## src/rtl/cand_sen_ctrl_if.sv

```systemverilog
// Bundle of the request/enable handshake around the clock-gate sequencer.
//   REQ     : gated-clock request from fabric logic (asynchronous, level)
//   TEST_EN : test override, synchronous to CLK, forces SEN high
//   SEN     : enable into the clock-AND gate cell (falling-edge launched)
//   ACK     : gated clock is live (FSM in ON)
//   BUSY    : sequencer is not idle
// master drives the request side; slave is the sequencer itself.
`timescale 1ns/1ps
interface cand_sen_ctrl_if;
   logic REQ;
   logic TEST_EN;
   logic SEN;
   logic ACK;
   logic BUSY;

   modport master (output REQ, output TEST_EN, input SEN, input ACK, input BUSY);
   modport slave  (input REQ, input TEST_EN, output SEN, output ACK, output BUSY);
endinterface

```

## src/rtl/cand_sen_ctrl.sv

```systemverilog
// Enable sequencer feeding the select input of a clock-AND gate cell.
// Synchronizes an asynchronous on/off request, walks OFF -> WAKE -> ON ->
// DRAIN -> OFF with programmable dwell times, and launches SEN from a
// falling-edge flop so the gate input only moves while CLK is low.
// Ports:
//   CLK : free-running clock, same net as the gate cell CLKIN
//   RST : asynchronous active-high reset
//   csc : cand_sen_ctrl_if.slave (REQ, TEST_EN in; SEN, ACK, BUSY out)
`timescale 1ns/1ps
module cand_sen_ctrl #(
   parameter int unsigned SYNC_STAGES = 2,
   parameter int unsigned ON_DLY      = 4,
   parameter int unsigned MIN_ON      = 8,
   parameter int unsigned OFF_DLY     = 2,
   parameter int unsigned CNT_W       = 8
) (
   input  logic             CLK,
   input  logic             RST,
   cand_sen_ctrl_if.slave   csc
);

   // Largest dwell value the shared counter can hold.
   localparam int unsigned CNT_MAX = (32'd1 << CNT_W) - 32'd1;

   localparam logic [1:0] ST_OFF   = 2'd0;
   localparam logic [1:0] ST_WAKE  = 2'd1;
   localparam logic [1:0] ST_ON    = 2'd2;
   localparam logic [1:0] ST_DRAIN = 2'd3;

   // Counter reload values: a dwell of N cycles counts N-1 down to 0.
   localparam logic [CNT_W-1:0] WAKE_LOAD  = CNT_W'(ON_DLY - 1);
   localparam logic [CNT_W-1:0] ON_LOAD    = CNT_W'(MIN_ON - 1);
   localparam logic [CNT_W-1:0] DRAIN_LOAD = CNT_W'(OFF_DLY - 1);
   localparam logic [CNT_W-1:0] CNT_ONE    = CNT_W'(1);

   // Elaboration-time parameter range checks.
   if (CNT_W < 1 || CNT_W > 31) begin : g_bad_cnt_w
      $error("cand_sen_ctrl: CNT_W must be 1..31");
   end
   if (SYNC_STAGES < 2 || SYNC_STAGES > 3) begin : g_bad_sync
      $error("cand_sen_ctrl: SYNC_STAGES must be 2..3");
   end
   if (ON_DLY < 1 || ON_DLY > CNT_MAX) begin : g_bad_on_dly
      $error("cand_sen_ctrl: ON_DLY out of range for CNT_W");
   end
   if (MIN_ON < 1 || MIN_ON > CNT_MAX) begin : g_bad_min_on
      $error("cand_sen_ctrl: MIN_ON out of range for CNT_W");
   end
   if (OFF_DLY < 1 || OFF_DLY > CNT_MAX) begin : g_bad_off_dly
      $error("cand_sen_ctrl: OFF_DLY out of range for CNT_W");
   end

   logic [SYNC_STAGES-1:0] sync_q;
   logic                   req_s;
   logic [1:0]             state_q, state_d;
   logic [CNT_W-1:0]       cnt_q, cnt_d;
   logic                   ack_q, ack_d;
   logic                   busy_q, busy_d;
   logic                   test_en_q;
   logic                   sen_nxt;
   logic                   sen_q;

   // REQ synchronizer; req_s is the last stage.
   always_ff @(posedge CLK or posedge RST) begin
      if (RST) begin
         sync_q <= '0;
      end else begin
         sync_q <= {sync_q[SYNC_STAGES-2:0], csc.REQ};
      end
   end

   assign req_s = sync_q[SYNC_STAGES-1];

   // State, counter and rising-edge outputs.
   always_ff @(posedge CLK or posedge RST) begin
      if (RST) begin
         state_q   <= ST_OFF;
         cnt_q     <= '0;
         ack_q     <= 1'b0;
         busy_q    <= 1'b0;
         test_en_q <= 1'b0;
      end else begin
         state_q   <= state_d;
         cnt_q     <= cnt_d;
         ack_q     <= ack_d;
         busy_q    <= busy_d;
         test_en_q <= csc.TEST_EN;
      end
   end

   // Next-state logic; sen_nxt reflects the current (registered) state.
   always_comb begin
      state_d = state_q;
      cnt_d   = cnt_q;
      sen_nxt = 1'b0;

      case (state_q)
         ST_OFF: begin
            if (req_s) begin
               state_d = ST_WAKE;
               cnt_d   = WAKE_LOAD;
            end
         end

         ST_WAKE: begin
            if (!req_s) begin
               state_d = ST_OFF;
            end else if (cnt_q == '0) begin
               state_d = ST_ON;
               cnt_d   = ON_LOAD;
            end else begin
               cnt_d = cnt_q - CNT_ONE;
            end
         end

         ST_ON: begin
            sen_nxt = 1'b1;
            // An early drop is simply re-evaluated each cycle until the
            // minimum-on count has expired, so it is deferred, never lost.
            if (cnt_q == '0) begin
               if (!req_s) begin
                  state_d = ST_DRAIN;
                  cnt_d   = DRAIN_LOAD;
               end
            end else begin
               cnt_d = cnt_q - CNT_ONE;
            end
         end

         ST_DRAIN: begin
            sen_nxt = 1'b1;
            if (req_s) begin
               state_d = ST_ON;
               cnt_d   = ON_LOAD;
            end else if (cnt_q == '0) begin
               state_d = ST_OFF;
            end else begin
               cnt_d = cnt_q - CNT_ONE;
            end
         end

         default: begin
            state_d = ST_OFF;
            cnt_d   = '0;
         end
      endcase

      ack_d  = (state_d == ST_ON);
      busy_d = (state_d != ST_OFF);
   end

   // Falling-edge launch keeps SEN stable while CLK is high at the AND gate.
   always_ff @(negedge CLK or posedge RST) begin
      if (RST) begin
         sen_q <= 1'b0;
      end else begin
         sen_q <= sen_nxt | test_en_q;
      end
   end

   assign csc.SEN  = sen_q;
   assign csc.ACK  = ack_q;
   assign csc.BUSY = busy_q;

endmodule

```

## src/flat_wrapper.sv

```systemverilog
// flat-port wrapper written by rule: the top's interface ports become plain ports
module cand_sen_ctrl_flat 
#(
   parameter int unsigned SYNC_STAGES = 2,
   parameter int unsigned ON_DLY      = 4,
   parameter int unsigned MIN_ON      = 8,
   parameter int unsigned OFF_DLY     = 2,
   parameter int unsigned CNT_W       = 8
)
  (CLK, RST, csc_REQ, csc_TEST_EN, csc_SEN, csc_ACK, csc_BUSY);
  cand_sen_ctrl_if csc_i ();
  input  logic CLK;
  input  logic RST;
  input wire logic [$bits(csc_i.REQ)-1:0] csc_REQ;
  input wire logic [$bits(csc_i.TEST_EN)-1:0] csc_TEST_EN;
  output wire logic [$bits(csc_i.SEN)-1:0] csc_SEN;
  output wire logic [$bits(csc_i.ACK)-1:0] csc_ACK;
  output wire logic [$bits(csc_i.BUSY)-1:0] csc_BUSY;
  assign csc_i.REQ = csc_REQ;
  assign csc_i.TEST_EN = csc_TEST_EN;
  assign csc_SEN = csc_i.SEN;
  assign csc_ACK = csc_i.ACK;
  assign csc_BUSY = csc_i.BUSY;
  cand_sen_ctrl #(.SYNC_STAGES(SYNC_STAGES), .ON_DLY(ON_DLY), .MIN_ON(MIN_ON), .OFF_DLY(OFF_DLY), .CNT_W(CNT_W)) u_core (.CLK(CLK), .RST(RST), .csc(csc_i));
endmodule
```

## config.mk

```make
export PLATFORM = sky130hd
export DESIGN_NAME = cand_sen_ctrl_flat
export DESIGN_NICKNAME = d
export VERILOG_FILES = /design/src/rtl/cand_sen_ctrl_if.sv /design/src/rtl/cand_sen_ctrl.sv /design/src/flat_wrapper.sv
export SDC_FILE = /design/constraint.sdc
export NUM_CORES = 1
export LEC_CHECK = 0
export BUFFER_PORTS_ARGS = -buffer_cell sky130_fd_sc_hd__buf_2
export CAP_MARGIN = 20
export CORE_MARGIN = 3
export CORE_UTILIZATION = 31
export CTS_BUF_LIST = sky130_fd_sc_hd__clkbuf_8 sky130_fd_sc_hd__clkbuf_16
export DETAILED_ROUTE_END_ITERATION = 12
export GPL_TIMING_DRIVEN = 0
export PLACE_DENSITY = 0.45
export REMOVE_ABC_BUFFERS = 1
export SLEW_MARGIN = 30
export SYNTH_ARGS = -nofsm -noshare
export SYNTH_HDL_FRONTEND = slang
export SYNTH_SLANG_ARGS = --single-unit
```

## constraint.sdc

```tcl
create_clock -name CLK -period 2.1 [get_ports CLK]
set_input_delay 0.315 -clock CLK [delete_from_list [all_inputs] [get_ports CLK]]
set_output_delay 0.315 -clock CLK [all_outputs]
set_load 0.01 [all_outputs]
```

# Yosys cells after proc, flatten, opt, wreduce, memory -nomap -nowiden
# Cells that the tools add are included.
dict set report op_classes {
  n_mux 17
  addsub 1
  eq_ne 8
  reduce_logical 5
  n_bitwise 1
}
# cell count
set ops {}
lappend ops {{8-bit 2-to-1 mux} 7}
lappend ops {{8-bit case mux with 4 select lines} 1}
lappend ops {{2-bit 2-to-1 mux} 7}
lappend ops {{8-bit zero test} 1}
lappend ops {{2-bit case mux with 4 select lines} 1}
lappend ops {{8-bit by 1-bit subtractor with 8-bit output (second input constant)} 1}
lappend ops {{2-bit == test (second input constant)} 3}
lappend ops {{2-bit by 1-bit inequality test with 1-bit output (second input constant)} 2}
lappend ops {{4-bit AND reduction} 1}
lappend ops {{3-bit by 2-bit inequality test with 1-bit output (second input constant)} 1}
lappend ops {{3-bit inequality test (second input constant)} 1}
lappend ops {{2-bit by 1-bit == test with 1-bit output (second input constant)} 1}
lappend ops {{2-bit zero test} 1}
lappend ops {{2-bit nonzero test} 1}
lappend ops {{2-bit OR reduction} 1}
lappend ops {{1-bit 2-to-1 mux} 1}
lappend ops {{1-bit bitwise OR} 1}
dict set report totals {
  output_inout_bits 3
  register_bits 16
  elab_cells 39
  inputBits 4
}

# Depth between registers and ports, before layout
dict set report logic_depth {
  ltp_word 5
  depth_mapped 7
}

==> results.py <==
metrics = {
    "critical_path": {
        "r2r-end": "u_core.csc.SEN",
        "path_delay_family": "flip-flops",
        "crit_fanout": 1,
        "max_stage_delay_ns": 0.37,
        "reg2reg_from": "u_core.state_q[1]",
        "cpMaxStageDelayCell": "dfrtn_1",
        "startpoint_type": "flop",
        "path_depth": 1,
        "crit_start": "u_core.csc.SEN",
        "cp.required_ns": 1.78,
        "worst_r2r_path_depth": 1,
        "path_cells": "buf_2",
        "worstPathArrival_ns": 1.80,
        "worstSetupPathType": "flop to primary output",
        "regToRegSetupSlack_ns": 0.05,
        "end_kind": "primary output",
        "crit_end": "csc_SEN",
        "crit_buf_inv": 1,
    },
    "grt": {
        "grt_pass1_wl_um": 3774,
        "overflow": 0,
        "antenna_found_initial": 0,
        "grt_max_degree": 18,
        "grt.total_usage_pct": 13.88,
        "grt_pass1_vias": 778,
    },
    "place": {
        "dp_hpwl_um": 1532,
        "place_area_um2": 965.9,
        "place.gp.congestion": 0.8008,
        "numPortBuffers": 6,
    },
    "logic_synthesis": {
        "ys.flop_type": "dfrtp_1",
        "ys_seq_area_share_pct": 42.50,
        "synth_edf_count": 0,
        "yosysUniqueCellTypes": 39,
        "ys_ff_latch": 16,
        "synth_area_leaders": "dfrtp_1 (40%), a21oi_1 (4.8%), o21ai_0 (4.8%)",
        "syn_area_per_cell_um2": 9.147,
        "synthArstFlopShare_pct": 100.0,
        "synth_cells": 103,
        "synth_top_cell_area_share_pct": 39.84,
        "synth_top_area_cell": "dfrtp_1",
        "netlist_area_um2": 942.2,
        "synthTopCellsByCount": "dfrtp_1 (15), nand2_1 (12), a21oi_1 (9), inv_1 (9), o21ai_0 (9)",
        "ys_warn_count": 0,
        "synth.most_common_cell": "dfrtp_1",
    },
    "cts": {
        "htreeDepth": 1,
        "cts-root-buf": "clkbuf_8",
        "postCtsSetupBuffers": 0,
        "cts_resized": 1,
        "holdBufCountCts": 0,
        "insertion_delay_ns": 0.26,
        "cts_sinks": 16,
        "clkTransAtPathRegs_ns": 0.07,
        "clock_path_buffers": 2,
        "numCtsBuffers": 3,
        "cts_tree": "built",
    },
    "power_and_ir_drop": {
        "powerDensity_nw_per_um2": 1335,
        "ir_worst_vdd_v": 0.0006206,
        "p_leak_uw": 0.0004329,
        "total_power_uw": 1352,
    },
    "run_status": {
        "violations": "negative setup slack",
        "outcome": "finished with violations",
    },
    "floorplanning": {
        "io-pin-count": 7,
        "die_y_um": 61.13,
        "die_w_um": 61.13,
        "core_um2": 2829,
        "die-area_um2": 3737,
        "fp-row-count": 19,
        "initial_core_util_pct": 33.30,
    },
    "layout": {
        "finish.utilization_pct": 35.78,
        "antenna_cells": 0,
        "syn_to_final_growth_pct": 7.437,
        "fill_cells": 309,
        "drive_above_1_share_pct": 17.43,
        "nNetsFinal": 116,
        "stdcell_area_um2": 1012,
    },
    "timing": {
        "setup_ws_ns": -0.01961,
        "rsz0062_at_grt": "true",
        "max_slew_margin_pct": 57.71,
        "final-setup-viol-count": 1,
        "slew_violations": 0,
        "worst_pin_slew_ns": 0.6336,
        "finalClockSkew_ns": 0.01749,
        "hold_viol": 0,
    },
    "route": {
        "first_pass_iters": 4,
        "wl_um": 2161,
        "drc": 0,
        "wl_per_cell_um": 15.44,
        "drt_iter0_drc": 31,
        "vias": 773,
        "route.detailed.vias_per_inst": 5.521,
        "drtAntennaViolNets": 0,
    },
    "job": {
        "drv_cap": 0,
    },
    "worst_hold_path": {
        "hold_class": "input port to asynchronous set/reset pin",
    },
}
[state kept, by name, indices dropped and copies added (netlist names)]
name	flops
u_core.cnt_q	8
u_core.state_q	2
u_core.test_en_q	1
u_core.csc.BUSY	1
u_core.csc.ACK	1
u_core.sync_q	2
u_core.csc.SEN	1
[worst min path at each step]
stage | cells past startpoint | endpoint
2_1_floorplan | 1 | u_core.cnt_q[0]
4_1_cts | 1 | u_core.sync_q[0]
5_1_grt | 1 | u_core.sync_q[0]
3_3_place_gp | 0 | u_core.sync_q[1]
3_5_place_dp | 0 | u_core.sync_q[1]
6_report | 2 | u_core.cnt_q[1]
[cells in the final DEF, fill, tap and decap left out, drive strengths merged, types with 2 or more instances in the layout]
cell type  Yosys  final
a21oi         10     10
a31oi          2      2
buf            0      6
clkbuf         4      3
dfrtp         15     15
ha             2      2
inv            9     10
nand2         13     13
nand3          2      2
nand4          2      2
nor2           7      7
nor3           2      2
nor3b          2      2
nor4           2      2
o21ai         10     10
o22ai          3      3
or2            2      2
xnor2          2      2
[cell families (layout without fill, tap and decap cells)]
logic type	count (synthesis)	in the layout	synth area share [%]
simple gates	36	36	21.91
compound gates	33	33	21.65
flops	16	16	42.50
buf+inv	13	19	8.366
fa+ha+maj	3	3	3.718
xor+xnor	2	2	1.860
[layer usage]
metal | track usage (%) | vias up | part of all wire [%]
li1 | - | 382 | -
met3 | 3.983 | 2 | 3.5
met5 | 0 | - | 0
met2 | 21.15 | 14 | 46
met4 | 4.334 | 0 | 0.79
met1 | 18.97 | 375 | 50
[where the power goes]
| part | internal (uW) | leakage, uW | total, uW | switching, uW |
|---|---|---|---|---|
| Clock | 130 | 0.0000269 | 238 | 108 |
| Sequential | 400 | 0.000196 | 563 | 163 |
| Combinational | 234 | 0.000210 | 551 | 318 |
[through the flow]
stage	instances	hold WS (ns)	setup TNS [ns]	worst slack, ns
4_1_cts	140	0.1625	-0.02671	-0.02671
5_1_grt	140	0.1607	-0.06852	-0.06852
6_report	140	0.1373	-0.01961	-0.01961
2_1_floorplan	99	0.2287	0	0.04595
3_5_place_dp	136	0.3465	-0.05805	-0.05805
3_3_place_gp	136	0.3418	-0.04422	-0.04422
[final cells by class]
type                            count  area, um2  share of cell area (%)
Sequential cell                    16      401.6                   39.68
Tap cell                           31      38.79                   3.832
Clock buffer                        3      41.29                   4.079
Clock inverter                      1      3.754                  0.3708
Inverter                            9      33.78                   3.337
Multi-Input combinational cell     74      462.9                   45.74
Timing Repair Buffer                6      30.03                   2.967
Note: power is estimated with default switching activity, not from simulation.
